$ cat config.mk
export PLATFORM = sky130hd
export DESIGN_NAME = mem_access
export DESIGN_NICKNAME = d
export VERILOG_FILES = /design/src/rtl/mem_access_pkg.sv /design/src/rtl/mem_access_load_align.sv /design/src/rtl/mem_access.sv
export SDC_FILE = /design/constraint.sdc
export NUM_CORES = 1
export LEC_CHECK = 0
export BUFFER_PORTS_ARGS = -buffer_cell sky130_fd_sc_hd__buf_2
export CORE_MARGIN = 1
export CORE_UTILIZATION = 54
export CTS_BUF_LIST = sky130_fd_sc_hd__clkbuf_4 sky130_fd_sc_hd__clkbuf_8
export CTS_CLUSTER_DIAMETER = 30
export DETAILED_ROUTE_END_ITERATION = 6
export PLACE_DENSITY = 0.9
export SYNTH_ARGS = -nofsm -noshare
export SYNTH_HDL_FRONTEND = slang
export SYNTH_HIERARCHICAL = 1
export SYNTH_SLANG_ARGS = --single-unit
$ cat constraint.sdc
create_clock -name clk -period 5.4 [get_ports clk]
set_input_delay 0.54 -clock clk [delete_from_list [all_inputs] [get_ports clk]]
set_output_delay 0.54 -clock clk [all_outputs]
set_load 0.005 [all_outputs]
$ cat src/rtl/mem_access_pkg.sv
// Shared encodings for the memory stage: RV32I opcodes, load/store width codes,
// the stage FSM states and a lane-mask helper.
package mem_access_pkg;

  localparam logic [6:0] OPC_LOAD  = 7'b0000011;
  localparam logic [6:0] OPC_STORE = 7'b0100011;

  localparam logic [2:0] F3_B  = 3'b000;
  localparam logic [2:0] F3_H  = 3'b001;
  localparam logic [2:0] F3_W  = 3'b010;
  localparam logic [2:0] F3_BU = 3'b100;
  localparam logic [2:0] F3_HU = 3'b101;

  typedef enum logic {
    ST_IDLE,
    ST_ACCESS
  } state_e;

  // Active-high lane-0 mask for an access width; undefined codes act as a word.
  function automatic logic [3:0] lane_mask(input logic [2:0] funct3);
    case (funct3[1:0])
      2'b00:   lane_mask = 4'b0001;
      2'b01:   lane_mask = 4'b0011;
      default: lane_mask = 4'b1111;
    endcase
  endfunction

endpackage

$ cat src/rtl/mem_access_load_align.sv
// Combinational load aligner: shifts the addressed lane down to bit 0 and
// sign- or zero-extends according to the load width.
module load_align
  import mem_access_pkg::*;
(
  input  logic [31:0] rdata,
  input  logic [1:0]  offset,
  input  logic [2:0]  funct3,
  output logic [31:0] load_val
);

  logic [31:0] shifted;

  always_comb begin
    shifted = rdata >> {offset, 3'b000};
    case (funct3)
      F3_B:    load_val = {{24{shifted[7]}}, shifted[7:0]};
      F3_H:    load_val = {{16{shifted[15]}}, shifted[15:0]};
      F3_BU:   load_val = {24'h0, shifted[7:0]};
      F3_HU:   load_val = {16'h0, shifted[15:0]};
      default: load_val = shifted;
    endcase
  end

endmodule

$ cat src/rtl/mem_access.sv
// Memory stage: issues aligned loads/stores on a req/ack port, handles misalignment
// and timeouts, and emits one registered writeback beat per accepted op.
module mem_access
  import mem_access_pkg::*;
#(
  parameter int unsigned TIMEOUT = 16
) (
  input  logic        clk,
  input  logic        rst,
  input  logic        in_valid,
  output logic        in_ready,
  input  logic [6:0]  opcode,
  input  logic [2:0]  funct3,
  input  logic [31:0] result,
  input  logic [31:0] store_data,
  input  logic [4:0]  rd_addr,
  input  logic        rd_enablen,
  input  logic [3:0]  mem_enablen,
  output logic        dmem_req,
  output logic        dmem_we,
  output logic [31:0] dmem_addr,
  output logic [3:0]  dmem_benablen,
  output logic [31:0] dmem_wdata,
  input  logic [31:0] dmem_rdata,
  input  logic        dmem_ack,
  output logic        wb_valid,
  output logic        wb_rd_enablen,
  output logic [4:0]  wb_rd_addr,
  output logic [31:0] wb_data,
  output logic        misalign,
  output logic        bus_err
);

  localparam int unsigned TIMER_W = (TIMEOUT > 1) ? $clog2(TIMEOUT) : 1;

  state_e              state_q, state_d;
  logic [TIMER_W-1:0]  timer_q, timer_d;
  logic                req_q, req_d, we_q, we_d;
  logic [31:0]         addr_q, addr_d, wdata_q, wdata_d;
  logic [3:0]          ben_q, ben_d;
  logic [1:0]          off_q, off_d;
  logic [2:0]          f3_q, f3_d;
  logic                pend_rd_en_q, pend_rd_en_d;
  logic                wb_valid_q, wb_valid_d, wb_rd_en_q, wb_rd_en_d;
  logic [4:0]          wb_rd_addr_q, wb_rd_addr_d;
  logic [31:0]         wb_data_q, wb_data_d;
  logic                misalign_q, misalign_d, bus_err_q, bus_err_d;

  logic                is_load, is_store, bad_align;
  logic [3:0]          lane_en;
  logic [31:0]         load_val;

  load_align u_load_align (
    .rdata    (dmem_rdata),
    .offset   (off_q),
    .funct3   (f3_q),
    .load_val (load_val)
  );

  always_comb begin
    // NOTE: every variable gets a default first so no path can infer a latch.
    state_d      = state_q;
    timer_d      = timer_q;
    req_d        = req_q;
    we_d         = we_q;
    addr_d       = addr_q;
    wdata_d      = wdata_q;
    ben_d        = ben_q;
    off_d        = off_q;
    f3_d         = f3_q;
    pend_rd_en_d = pend_rd_en_q;
    wb_valid_d   = 1'b0;
    wb_rd_en_d   = wb_rd_en_q;
    wb_rd_addr_d = wb_rd_addr_q;
    wb_data_d    = wb_data_q;
    misalign_d   = 1'b0;
    bus_err_d    = 1'b0;

    is_load   = (opcode == OPC_LOAD);
    is_store  = (opcode == OPC_STORE);
    bad_align = ((funct3[1:0] == 2'b01) && result[0]) ||
                ((funct3[1:0] != 2'b00) && (funct3[1:0] != 2'b01) && (result[1:0] != 2'b00));
    lane_en   = (is_load ? lane_mask(funct3) : ~mem_enablen) << result[1:0];

    case (state_q)
      ST_IDLE: begin
        if (in_valid) begin
          wb_rd_addr_d = rd_addr;
          pend_rd_en_d = rd_enablen | (rd_addr == 5'd0);
          if (!is_load && !is_store) begin
            wb_valid_d = 1'b1;
            wb_data_d  = result;
            wb_rd_en_d = rd_enablen | (rd_addr == 5'd0);
          end else if (bad_align || (is_store && mem_enablen == 4'b1111)) begin
            wb_valid_d = 1'b1;
            misalign_d = bad_align;
            wb_data_d  = 32'h0;
            wb_rd_en_d = 1'b1;
          end else begin
            state_d = ST_ACCESS;
            timer_d = '0;
            req_d   = 1'b1;
            we_d    = is_store;
            addr_d  = {result[31:2], 2'b00};
            ben_d   = ~lane_en;
            wdata_d = store_data << {result[1:0], 3'b000};
            off_d   = result[1:0];
            f3_d    = funct3;
          end
        end
      end
      ST_ACCESS: begin
        if (dmem_ack) begin
          state_d    = ST_IDLE;
          req_d      = 1'b0;
          wb_valid_d = 1'b1;
          wb_data_d  = we_q ? 32'h0 : load_val;
          wb_rd_en_d = we_q ? 1'b1 : pend_rd_en_q;
        end else if (timer_q == TIMER_W'(TIMEOUT - 1)) begin
          state_d    = ST_IDLE;
          req_d      = 1'b0;
          wb_valid_d = 1'b1;
          bus_err_d  = 1'b1;
          wb_data_d  = 32'h0;
          wb_rd_en_d = 1'b1;
        end else begin
          timer_d = timer_q + 1'b1;
        end
      end
      default: state_d = ST_IDLE;
    endcase
  end

  // NOTE: sequential state uses non-blocking assignments so every flop samples pre-edge values.
  always_ff @(posedge clk) begin
    if (rst) begin
      state_q      <= ST_IDLE;
      timer_q      <= '0;
      req_q        <= 1'b0;
      we_q         <= 1'b0;
      addr_q       <= 32'h0;
      wdata_q      <= 32'h0;
      ben_q        <= 4'b1111;
      off_q        <= 2'b00;
      f3_q         <= 3'b000;
      pend_rd_en_q <= 1'b1;
      wb_valid_q   <= 1'b0;
      wb_rd_en_q   <= 1'b1;
      wb_rd_addr_q <= 5'd0;
      wb_data_q    <= 32'h0;
      misalign_q   <= 1'b0;
      bus_err_q    <= 1'b0;
    end else begin
      state_q      <= state_d;
      timer_q      <= timer_d;
      req_q        <= req_d;
      we_q         <= we_d;
      addr_q       <= addr_d;
      wdata_q      <= wdata_d;
      ben_q        <= ben_d;
      off_q        <= off_d;
      f3_q         <= f3_d;
      pend_rd_en_q <= pend_rd_en_d;
      wb_valid_q   <= wb_valid_d;
      wb_rd_en_q   <= wb_rd_en_d;
      wb_rd_addr_q <= wb_rd_addr_d;
      wb_data_q    <= wb_data_d;
      misalign_q   <= misalign_d;
      bus_err_q    <= bus_err_d;
    end
  end

  assign in_ready      = (state_q == ST_IDLE) & ~rst;
  assign dmem_req      = req_q;
  assign dmem_we       = we_q;
  assign dmem_addr     = addr_q;
  assign dmem_benablen = ben_q;
  assign dmem_wdata    = wdata_q;
  assign wb_valid      = wb_valid_q;
  assign wb_rd_enablen = wb_rd_en_q;
  assign wb_rd_addr    = wb_rd_addr_q;
  assign wb_data       = wb_data_q;
  assign misalign      = misalign_q;
  assign bus_err       = bus_err_q;

endmodule
# Word-level counts from Yosys, hierarchy flattened
# Index checks and enable logic that the tools add are counted.
[totals] register_bits=120 inputBits=120 out_inout_bits=112 word_cells=107
[classes] add_sub_neg=1 eq_ne=16 shifts=3 n_mux=41 n_bitwise=9 n_reduce_logical=21
[ops] operator="32-bit 2-to-1 mux" count=6
[ops] operator="32-bit one-hot mux with 4 select lines" count=1
[ops] operator="32-bit one-hot mux with 2 select lines" count=1
[ops] operator="32-bit by 5-bit left shift with 32-bit output" count=1
[ops] operator="32-bit by 5-bit >> shifter with 32-bit output" count=1
[ops] operator="4-bit 2-to-1 mux" count=6
[ops] operator="1-bit 2-to-1 mux" count=21
[ops] operator="4-bit one-hot mux with 2 select lines" count=2
[ops] operator="2-bit != test, second input constant" count=5
[ops] operator="4-bit equality test, second input constant" count=2
[ops] operator="4-bit NOT" count=2
[ops] operator="1-bit one-hot mux with 2 select lines" count=4
[ops] operator="4-bit AND reduction" count=2
[ops] operator="7-bit by 2-bit equality test with 1-bit output, second input constant" count=1
[ops] operator="7-bit by 6-bit equality test with 1-bit output, second input constant" count=1
[ops] operator="3-bit equality test, second input constant" count=2
[ops] operator="1-bit logical AND" count=5
[ops] operator="5-bit zero test" count=1
[ops] operator="1-bit NOT" count=5
[ops] operator="5-bit AND reduction" count=1
[ops] operator="5-bit OR reduction" count=1
[ops] operator="4-bit by 1-bit adder with 4-bit output, second input constant" count=1
[ops] operator="2-bit nonzero test" count=2
[ops] operator="4-bit by 2-bit left shift with 4-bit output" count=1
[ops] operator="other kinds (14)" count=16

# Depth between registers and ports, before layout
# Gate-level depths: netlist of run 1.
[logic_depth] word_depth=9 ltp_mapped=8 depth_no_buf=6

# By module
# The synthesis of run 1 kept the hierarchy.
[modules_own_cells] module="mem_access" n_inst=1 cells_per_inst=619 area_per_inst_um2=5107.4
[modules_own_cells] module="load_align" n_inst=1 cells_per_inst=107 area_per_inst_um2=694.4

# Worst setup path after synthesis of run 1
# OpenSTA, ideal clock, no wires.
[synth_timing] path_type="input port to flip-flop" from="input port opcode[6]" to="register ben_q[2], in the netlist dmem_benablen[2]" setup_time_ns=0.120 arrival_ns=2.001 required_ns=5.280 path_slack_ns=3.279 stages=6 path_cell_list="or4_4 > or3_1 > buf_6 > mux2_4 > o21ai_2 > o21ai_1"
[synth_between] elab_chain_cells=5 elab_cells_between_ends=13
[synth_lines] item="from (decl)" line="mem_access.sv:12" text="input logic [6:0] opcode,"
[synth_lines] item="7-bit by 6-bit equality test with 1-bit output or 7-bit by 2-bit equality test with 1-bit output (tied branches)" line="mem_access.sv:80, mem_access.sv:79"
[synth_lines] item="1-bit logical AND or 1-bit zero test (tied branches)" line="mem_access.sv:94, mem_access.sv:90"
[synth_lines] item="1-bit logical OR or 1-bit logical AND (tied branches)" line="mem_access.sv:94, mem_access.sv:90"
[synth_lines] item="1-bit NOT (no line)"
[synth_lines] item="4-bit AND reduction (no line)"
[synth_lines] item="to (signal assigned)" line="mem_access.sv:160" text="ben_q <= ben_d;"
[synth_lines] item="to (decl)" line="mem_access.sv:40" text="logic [3:0] ben_q, ben_d;"
# Parallel ways exist; a longest one is shown, timed or not.
# A chain may end at the register's enable or synchronous reset.

# Worst setup path in the final report of run 1
[layout_timing] from="input port result[0]" to="register ben_q[0], in the netlist dmem_benablen[0]"
[layout_between] elab_chain_cells=6 elab_cells_between_ends=9
[layout_lines] item="from (decl)" line="mem_access.sv:14" text="input logic [31:0] result,"
[layout_lines] item="2-bit nonzero test" line="mem_access.sv:82" text="((funct3[1:0] != 2'b00) && (funct3[1:0] != 2'b01) && (result[1:0] != 2'b00));"
[layout_lines] item="1-bit logical AND" line="mem_access.sv:82"
[layout_lines] item="1-bit logical OR" line="mem_access.sv:81" text="bad_align = ((funct3[1:0] == 2'b01) && result[0]) ||"
[layout_lines] item="1-bit logical OR" line="mem_access.sv:94" text="end else if (bad_align || (is_store && mem_enablen == 4'b1111)) begin"
[layout_lines] item="1-bit NOT (no line)"
[layout_lines] item="4-bit AND reduction (no line)"
# Parallel ways exist; a longest one is shown, timed or not.

==> results of run 1 <==
==> per-layer routing <==
metal | up-vias | share of wire | GRT usage
li1 | 2939 | - | -
met1 | 2921 | 0.40 | 0.3998
met2 | 354 | 0.48 | 0.5047
met3 | 58 | 0.081 | 0.06865
met4 | 0 | 0.037 | 0.1488
met5 | - | 0 | 0
==> worst reg2reg max path: stages (launching register included) <==
cell	delay [ps]
dfxtp_1	430
nor2b_1	610
nand3_2	850
buf_4	510
a2111oi_2	360
o21ai_1	90
==> area by class of cell <==
type | count | area [sq um] | area share
well taps | 136 | 170.2 | 0.02342
flip-flops and latches | 120 | 2402 | 0.3307
repair buffers | 237 | 1209 | 0.1664
inverters | 5 | 18.77 | 0.002584
multi-input cells | 536 | 3057 | 0.4208
clock buffers | 18 | 247.7 | 0.03410
clock inverters | 14 | 160.2 | 0.02205
==> cells in the final DEF (no fill, tap or decap), types with 2 or more instances in the layout <==
cell type / instances
nor2_1: 79
mux2i_1: 37
clkbuf_8: 18
nand2_1: 138
o21ai_0: 7
conb_1: 2
nand3_1: 12
a211o_1: 2
nor2_2: 3
buf_4: 9
buf_2: 228
o21ai_2: 3
nor3_1: 45
nand3b_1: 2
clkinv_4: 4
nor2b_1: 11
inv_1: 5
or3_1: 9
inv_6: 6
bufinv_16: 2
a31oi_1: 3
nand2b_1: 3
a21oi_1: 79
o21ai_1: 2
a221oi_1: 32
mux2_2: 10
dfxtp_1: 120
a211oi_1: 24
o211ai_1: 10
==> metrics by stage <==
step	setup WS (ps)	utilization	power, W	area (sq um)
final	2340	0.7005	0.001981	7264
after global routing	2156	0.7005	0.002047	7264
after CTS	2407	0.7005	0.001979	7264
after detailed placement	1937	0.6612	0.001157	6857
after global placement	2010	0.6612	0.001153	6857
after floorplan	3279	-	0.001057	5806
==> sequential cells by signal, summed over array words and instances, names as in the netlist <==
| signal | cells |
|---|---|
| state_q | 1 |
| f3_q | 3 |
| dmem_wdata | 32 |
| wb_data | 32 |
| wb_rd_enablen | 1 |
| off_q | 2 |
| dmem_benablen | 4 |
| misalign | 1 |
| bus_err | 1 |
| dmem_req | 1 |
| dmem_addr | 30 |
| dmem_we | 1 |
| pend_rd_en_q | 1 |
| wb_rd_addr | 5 |
| wb_valid | 1 |
| timer_q | 4 |
==> final timing paths <==
check | startpoint | end | slack, ps | cells past startpoint
worst max-delay path | result[0] | dmem_benablen[0] | 2340 | 7
worst min-delay path | funct3[2] | f3_q[2] | 350 | 3
worst max register to register | state_q | dmem_benablen[0] | 2430 | 5
worst min register to register | dmem_addr[24] | dmem_addr[24] | 450 | 2
==> report_power, final <==
| group | internal [W] | switching, W | leakage (nW) |
|---|---|---|---|
| clock | 0.000433 | 0.000404 | 0.205 |
| combinational | 0.0000958 | 0.000129 | 1.97 |
| sequential | 0.000907 | 0.0000117 | 0.977 |
==> kinds of logic after synthesis <==
logic type	after synthesis
compound gates	174
mux	49
buf+inv	71
simple gates	310
fa+ha+maj	1
other cells	1
flops	120
==> results by group, run 1 <==
Run status
  – Status: completed

Die
  – Die footprint: 0.01116 sq mm
  – Num rows: 37
  – I/O pin count: 232
  – Die span in y: 105.7 microns
  – Initial Utilization: 0.5595
  – Die width: 105.7 microns
  – Core area: 0.01037 sq mm

Yosys
  – Mean Syn Cell Area: 7.991 sq um
  – Share of the synthesized area in the top cell type: 0.4141
  – Post-synthesis xor/xnor area fraction: 0
  – Asr flop ratio synth: 0
  – Post-synth EDFFs: 0
  – Main combinational cell family by area after synthesis: simple AND/OR/NAND/NOR gates
  – Ys flop type: dfxtp_1
  – Post-Synthesis Cells: 726
  – Yosys reg bits: 120
  – Commonest cells in the netlist: nand2_1 (138), dfxtp_1 (120), nor2_1 (81), a21oi_1 (80), nor3_1 (45)
  – Ranking of synthesized cells by area: dfxtp_1 (41%), nand2_1 (8.9%), a21oi_1 (6.9%), mux2i_1 (6.4%), nor2_1 (5.2%)
  – Library cells used by synthesis: 49
  – Synthesized-area fraction occupied by adder cells: 0.002157
  – Yosys warnings: 6
  – Mux share of post-synthesis cell area: 0.08971
  – Most common cell in the netlist: nand2_1
  – Mapped cell area: 0.005802 sq mm
  – Sequential fraction of the synthesis area: 0.4141
  – Simple-gate share of the synthesized area: 0.2316
  – Synth area leader: dfxtp_1
  – Compound-Gate Fraction of Synth Area: 0.2003

Clock network
  – Clock Pin Slew Worst Setup and Hold Paths: 90 ps
  – CTS Buffer Depth: 2
  – CTS buffer count: 17
  – CTS resizes: 0
  – Post-cts hold buffer count: 0
  – Root Driver: clkbuf_8
  – H-tree levels: 4
  – Clock sink total: 120
  – Post CTS Setup Buffer Count: 0
  – CTS tree: yes
  – Clk Latency, worst-skew pair: 430 ps

Worst setup path
  – WP data arrival: 3370 ps
  – Slowest-stage cell, CP: nand3_2
  – Crit path max fanout: 48
  – WP data required: 5710 ps
  – Cell Chain, Critical Path: buf_2, nor2_2, o22a_1, nand3_2, buf_4, a2111oi_2, o21ai_1
  – Delay-heaviest family, CP: simple AND/OR/NAND/NOR gates
  – Crit. End Element: flip-flop
  – CP bufs+invs: 2
  – Crit path kind: in2reg
  – Max stage delay on crit path: 690 ps
  – CP Launch Type: primary input

Global route
  – Gr usage total: 0.3140
  – Wire length of the first global-routing pass: 27.65 mm
  – Total congestion overflow: 0
  – Largest net degree at the start of global routing: 82
  – Initial antenna violation count: 1
  – Vias in the first global route: 5548

Finish
  – Fillers: 836
  – Ant. Diodes: 0
  – Final non-filler cell total: 1066
  – Layout cell share with drive strength beyond 1: 0.3226
  – Area growth syn-to-layout: 25.21%
  – NumNets Final: 1038

STA
  – Final setup fails: 0
  – Slew @ Worst Pin: 1211 ps
  – Achievable Freq: 326.8 MHz
  – Post-route setup TNS: 0 ps
  – Hold slack: 350.0 ps
  – Tmin final: 3060 ps
  – Max_slew headroom: 0.1924
  – Final hold vios: 0
  – Final period util: 0.5666
  – RSZ-0062 raised after global routing: no
  – Clock skew: 18.49 ps
  – Final Max Slew Viols: 0

Worst hold path
  – Hold/Removal Path Class: in2reg

Drt
  – Total Wirelength: 18.03 mm
  – Antenna Violating Nets Remaining: 0
  – WL per Instance: 16.91 microns
  – Initial DRT Pass Iterations: 5
  – Via density: 5.884
  – Vias: 6272
  – DRC viols: 0
  – Drt initial violations: 629

Power
  – Peak VDD IR: 151.9 uV
  – Lkg Pwr: 3.155 nW
  – Pwr Density: 272.7 mW/mm^2

Placed design
  – Gpl congestion: 0.8807
  – DP Cell Count: 1034
  – Detailed placement HPWL: 12.61 mm
  – IO Port Bufs: 229

Job
  – Max Cap Viol: 0
(Power assumes the default switching activity.)
==> run 2: changes to the inputs <==
--- a/config.mk
+++ b/config.mk
@@ -5,13 +5,14 @@
 export SDC_FILE = /design/constraint.sdc
 export NUM_CORES = 1
 export LEC_CHECK = 0
+export ABC_AREA = 1
 export BUFFER_PORTS_ARGS = -buffer_cell sky130_fd_sc_hd__buf_2
 export CORE_MARGIN = 1
-export CORE_UTILIZATION = 54
+export CORE_UTILIZATION = 47
 export CTS_BUF_LIST = sky130_fd_sc_hd__clkbuf_4 sky130_fd_sc_hd__clkbuf_8
 export CTS_CLUSTER_DIAMETER = 30
 export DETAILED_ROUTE_END_ITERATION = 6
-export PLACE_DENSITY = 0.9
+export PLACE_DENSITY = 0.8
 export SYNTH_ARGS = -nofsm -noshare
 export SYNTH_HDL_FRONTEND = slang
 export SYNTH_HIERARCHICAL = 1
==> constraint.sdc (replaced) <==
create_clock -name clk -period 2.55 [get_ports clk]
set_input_delay 0.255 -clock clk [delete_from_list [all_inputs] [get_ports clk]]
set_output_delay 0.255 -clock clk [all_outputs]
set_load 0.005 [all_outputs]
==> run 2 against run 1 <==
Net effect: synthesized area up 17%; flip-flop and latch count unchanged; worst hold slack got worse by 300 ps; sequential share of layout area shrank 4.2 points; synthesized cell count grew 44%; count of clock-buffer cells in the layout up 5; critical endpoint is now wb_data[12]; largest cell class unchanged; largest power group unchanged.
==> results by group, run 2 <==
Worst hold path
  – Hold_sp: rd_addr[0]
  – Hold/Removal Path Class: in2reg

Global route
  – Initial antenna violation count: 3
  – Largest net degree at the start of global routing: 67
  – Wire length of the first global-routing pass: 32.61 mm
  – Vias in the first global route: 6668
  – Gr usage total: 0.2775
  – Total congestion overflow: 0

Yosys
  – Post-Synthesis Cells: 1044
  – Mean Syn Cell Area: 6.518 sq um
  – Yosys warnings: 6
  – Sequential fraction of the synthesis area: 0.3530
  – Post-synthesis xor/xnor area fraction: 0.002574
  – Yosys reg bits: 120
  – Simple-gate share of the synthesized area: 0.3736
  – Ys flop type: dfxtp_1
  – Compound-Gate Fraction of Synth Area: 0.1495
  – Synth area leader: dfxtp_1
  – Asr flop ratio synth: 0
  – Synthesized-area fraction occupied by adder cells: 0.001839
  – Ranking of synthesized cells by area: dfxtp_1 (35%), nand2_1 (19%), a21oi_1 (8.9%), nand3_1 (7.9%), nor2_1 (4.9%)
  – Mapped cell area: 0.006805 sq mm
  – Mux share of post-synthesis cell area: 0.008825
  – Post-synth EDFFs: 0
  – Commonest cells in the netlist: nand2_1 (346), a21oi_1 (121), dfxtp_1 (120), nand3_1 (107), nor2_1 (88)
  – Most common cell in the netlist: nand2_1
  – Library cells used by synthesis: 39
  – Share of the synthesized area in the top cell type: 0.3530
  – Main combinational cell family by area after synthesis: simple AND/OR/NAND/NOR gates

Worst setup path
  – Crit path kind: reg2reg
  – Reg2reg start: off_q[1]
  – Crit path max fanout: 24
  – CP dominant cell by count: nand2_1
  – Crit. End Element: flip-flop
  – Slowest-stage cell, CP: dfxtp_1
  – Max stage delay on crit path: 590 ps
  – Cell Chain, Critical Path: inv_4, nand3_2, nand3_2, nand2_1, nand2_1, nand2_1, inv_1, nand3_1, nand2_1, nor2_1
  – WP data required: 2920 ps
  – CP Launch Type: flip-flop
  – Worst setup path startpoint: off_q[1]
  – WP data arrival: 2490 ps

Clock network
  – CTS buffer count: 17
  – Clk Latency, worst-skew pair: 450 ps
  – H-tree levels: 4
  – Post CTS Setup Buffer Count: 0
  – CTS tree: yes
  – Root Driver: clkbuf_8
  – CTS Buffer Depth: 2
  – Clock Pin Slew Worst Setup and Hold Paths: 70 ps
  – Clock sink total: 120

Finish
  – Fillers: 1378
  – Area growth syn-to-layout: 22.17%
  – Final core occ: 0.5944
  – Most frequent cells in the layout: nand2_1 (346), buf_2 (229), a21oi_1 (121)
  – NumNets Final: 1354
  – Commonest non-fill, non-tap cell in the layout: nand2_1
  – Storage element area: 0.002402 sq mm
  – Multi-input gate area: 0.003669 sq mm
  – Layout cell share with drive strength beyond 1: 0.2632

Run status
  – Status: completed

STA
  – Max_slew headroom: 0.5033
  – Clock skew: 10.22 ps
  – Slew @ Worst Pin: 744.2 ps
  – Post-route setup TNS: 0 ps
  – Final period util: 0.8285
  – Final hold vios: 0
  – Achievable Freq: 473.3 MHz
  – Tmin final: 2113 ps
  – RSZ-0062 raised after global routing: no
  – Final WS setup: 437.3 ps
  – Final Max Slew Viols: 0
  – Hold slack: 53.45 ps
  – Final setup fails: 0

Power
  – Peak VDD IR: 391.5 uV
  – Lkg Pwr: 4.255 nW
  – Pwr Density: 507.6 mW/mm^2

Drt
  – DRC viols: 0
  – Total Wirelength: 20.50 mm
  – Initial DRT Pass Iterations: 7
  – Vias: 7472
  – Via density: 5.232
  – WL per Instance: 14.35 microns
  – Drt initial violations: 540
  – Antenna Violating Nets Remaining: 0

Die
  – Num rows: 43
  – Die span in y: 122.3 microns
  – I/O pin count: 232
  – Die width: 122.3 microns
  – Core area: 0.01399 sq mm
  – Die footprint: 0.01496 sq mm
  – Initial Utilization: 0.4865

Job
  – Max Cap Viol: 0

Placed design
  – Gpl congestion: 0.8976
  – IO Port Bufs: 229
  – Detailed placement HPWL: 14.40 mm
  – Dpl ws: 504.7 ps
## run 2: cell count changes after synthesis, moves of 11 or more
cell	before	now
nand2_1	138	346
nand3_1	12	107
inv_1	5	60
nor3_1	45	1
a21oi_1	80	121
a221oi_1	32	0
mux2i_1	37	6
a211oi_1	24	0
buf_2	12	33
nand3_2	1	20
o21ai_0	7	21
clkbuf_1	36	25
nor2b_1	11	0
## run 2: final timing paths
check                  end  slack [ps]  cells past startpoint
max            wb_data[12]         440                     10
min          wb_rd_addr[0]          50                      3
max reg2reg    wb_data[12]         440                     10
min reg2reg  wb_rd_enablen         450                      2
## run 2: timing repair
item,4_1_cts,5_1_grt
hold buffers,1,0
endpoints found under the hold margin,1,0
resized for setup,0,0
## run 2: logic make-up after synthesis
group | after synthesis
simple gates | 583
xor+xnor | 2
buf+inv | 149
fa+ha+maj | 1
flops | 120
other cells | 1
mux | 6
compound gates | 182
## run 2: cell type report
cell class	instances	share of cell area
Antenna cell	2	0.0006020
Clock buffer	23	0.03582
Clock inverter	9	0.01174
Inverter	69	0.03236
Multi-Input combinational cell	776	0.4412
Sequential cell	120	0.2889
Tap cell	180	0.02709
Timing Repair Buffer	249	0.1622
## run 2: report_power, final
| part | leakage [nW] | internal (W) | switching (W) |
|---|---|---|---|
| combinational | 3.07 | 0.000228 | 0.000323 |
| sequential | 0.977 | 0.00192 | 0.0000250 |
| clock | 0.209 | 0.000967 | 0.000753 |
## run 2: through the flow
stage	instances	total power (W)	instance area (sq um)
final	1428	0.004221	8314
after global routing	1426	0.004420	8309
after CTS	1426	0.004259	8309
after detailed placement	1393	0.002534	7904
after global placement	1393	0.002526	7904
after floorplan	1045	0.002306	6809
## run 2: per-layer routing
metal | routed length, microns | vias to the layer above | track usage
li1 | - | 3749 | -
met1 | 8828 | 3374 | 0.3544
met3 | 1613 | 32 | 0.06738
met5 | 13 | - | 0
met2 | 9682 | 315 | 0.4540
met4 | 357 | 2 | 0.09604
## run 2: worst max-delay path: cells and delay by family, from the launching register on
kind / cells / cell delay [ps]
flops: 1 / 590
buf+inv: 2 / 200
simple gates: 8 / 1250
==> run 3: changes to the inputs <==
==> constraint.sdc (replaced) <==
create_clock -name clk -period 1.8 [get_ports clk]
set_input_delay 0.18 -clock clk [delete_from_list [all_inputs] [get_ports clk]]
set_output_delay 0.18 -clock clk [all_outputs]
set_load 0.005 [all_outputs]
==> run 3 against run 2 <==
Net effect: cell area grew 6.9%; global-route usage grew 0.57 points; fmax grew 27%; non-clock buffer count grew 46; flip-flop and latch count is the same; sequential power grew 42%; final cell count grew 3.2%; first-iteration DRC count grew 11%; utilization grew 4.1 points; combinational power grew 59%; critical path depth grew 1; largest power group unchanged; highest routed layer is now met4.
==> results by group, run 3 (synthesized netlist as in run 2, its figures left out) <==
Power
  – Lkg Pwr: 4.492 nW
  – Total power: 0.006318 W
  – Peak VDD IR: 719.8 uV
  – Pwr Density: 711.1 mW/mm^2

Die
  – Initial Utilization: 0.4865
  – Num rows: 43
  – I/O pin count: 232
  – Die span in y: 122.3 microns
  – Core area: 0.01399 sq mm
  – Die footprint: 0.01496 sq mm
  – Die width: 122.3 microns

Clock network
  – CTS buffer count: 17
  – Clk Latency, worst-skew pair: 440 ps
  – Root Driver: clkbuf_8
  – CTS Buffer Depth: 2
  – Clock sink total: 120
  – CTS tree: yes
  – H-tree levels: 4
  – Clock Pin Slew Worst Setup and Hold Paths: 70 ps

Global route
  – Total congestion overflow: 0
  – M3 GR Usage: 0.06413
  – Vias in the first global route: 6881
  – Gr usage total: 0.2832
  – Met1 Resource Use GR: 0.3538
  – Wire length of the first global-routing pass: 33.10 mm
  – Busiest layer in global routing: met2
  – Initial antenna violation count: 2
  – Largest net degree at the start of global routing: 59
  – GR Util met2: 0.4663

Finish
  – Final core occ: 0.6352
  – Area growth syn-to-layout: 30.56%
  – Storage element area: 0.002404 sq mm
  – Most frequent cells in the layout: nand2_1 (346), buf_2 (229), a21oi_1 (121)
  – Multi-input gate area: 0.003669 sq mm
  – Fillers: 1296
  – Layout cell share with drive strength beyond 1: 0.2605
  – Commonest non-fill, non-tap cell in the layout: nand2_1
  – NumNets Final: 1400

Drt
  – Via density: 5.195
  – WL per Instance: 14.33 microns
  – Drt initial violations: 602
  – Total Wirelength: 21.11 mm
  – Vias: 7652
  – DRC viols: 0
  – Initial DRT Pass Iterations: 6
  – Antenna Violating Nets Remaining: 0

STA
  – Final WS setup: 133.2 ps
  – Hold slack: 42.27 ps
  – Final Max Slew Viols: 0
  – Clock skew: 14.13 ps
  – Final period util: 0.9260
  – Tmin final: 1667 ps
  – Final setup fails: 0
  – RSZ-0062 raised after global routing: yes
  – Final hold vios: 0
  – Achievable Freq: 599.9 MHz

Worst setup path
  – Crit path max fanout: 16
  – CP Launch Type: flip-flop
  – WP data arrival: 2000 ps
  – Worst setup path startpoint: off_q[1]
  – WP data required: 2130 ps
  – Reg2reg start: off_q[1]
  – Crit. End Element: flip-flop
  – Crit path kind: reg2reg

Run status
  – Status: completed

Placed design
  – IO Port Bufs: 229
  – Gpl congestion: 0.9084
  – Detailed placement HPWL: 14.48 mm
  – Dpl ws: 125.2 ps

Job
  – Max Cap Viol: 0

Worst hold path
  – Hold_sp: result[12]
  – Hold/Removal Path Class: in2reg
-- run 3: layer usage --
layer,routed length (microns),share of wire
met1,8989,0.43
met5,0,0
met3,1505,0.071
met4,560,0.027
met2,10050,0.48
-- run 3: where the power goes --
part	total (W)	internal (W)	switching, W
sequential	0.00276	0.00272	0.0000364
combinational	0.000877	0.000399	0.000477
clock	0.00268	0.00161	0.00107
total	0.00632	0.00473	0.00158
-- run 3: final cells by class --
type                       instances  share of cell area
timing repair buffer             295              0.2114
sequential                       120              0.2705
clock buffer                      21             0.03183
multi-input combinational        776              0.4129
inverter                          69             0.03056
tap                              180             0.02535
antenna                            3           0.0008450
clock inverter                     9             0.01662
-- run 3: per-stage QoR --
| step | cell area (sq um) | TNS, ps | std cells |
|---|---|---|---|
| detailed placement | 8039 | 0 | 1401 |
| global placement | 8039 | 0 | 1401 |
| finish | 8885 | 0 | 1473 |
| floorplan | 6809 | 0 | 1045 |
| global route | 8882 | -7.418 | 1472 |
| CTS | 8850 | 0 | 1469 |
-- run 3: worst max-delay path, stage by stage (launching register included) --
cell	delay, ps
dfxtp_1	490
buf_4	280
nor2_4	50
buf_12	140
o211ai_1	120
nand3_2	90
nand2_1	80
nand2_1	50
inv_1	60
nand3_1	70
nand2_1	70
nor2_1	40
-- run 3: final timing paths --
check                        to  slack (ps)  depth (start not counted)
setup / recovery    wb_data[22]         130                         11
hold / removal    dmem_addr[12]          40                          3
setup reg to reg    wb_data[22]         130                         11
hold reg to reg   dmem_addr[17]         460                          2
-- run 3: repair_timing --
| action | in CTS | in global routing |
|---|---|---|
| hold buffers | 38 | 0 |
| resized for setup | 0 | 3 |
| endpoints found under the hold margin | 38 | 0 |
| buffers inserted | 0 | 1 |
| setup endpoints to repair | 0 | 25 |
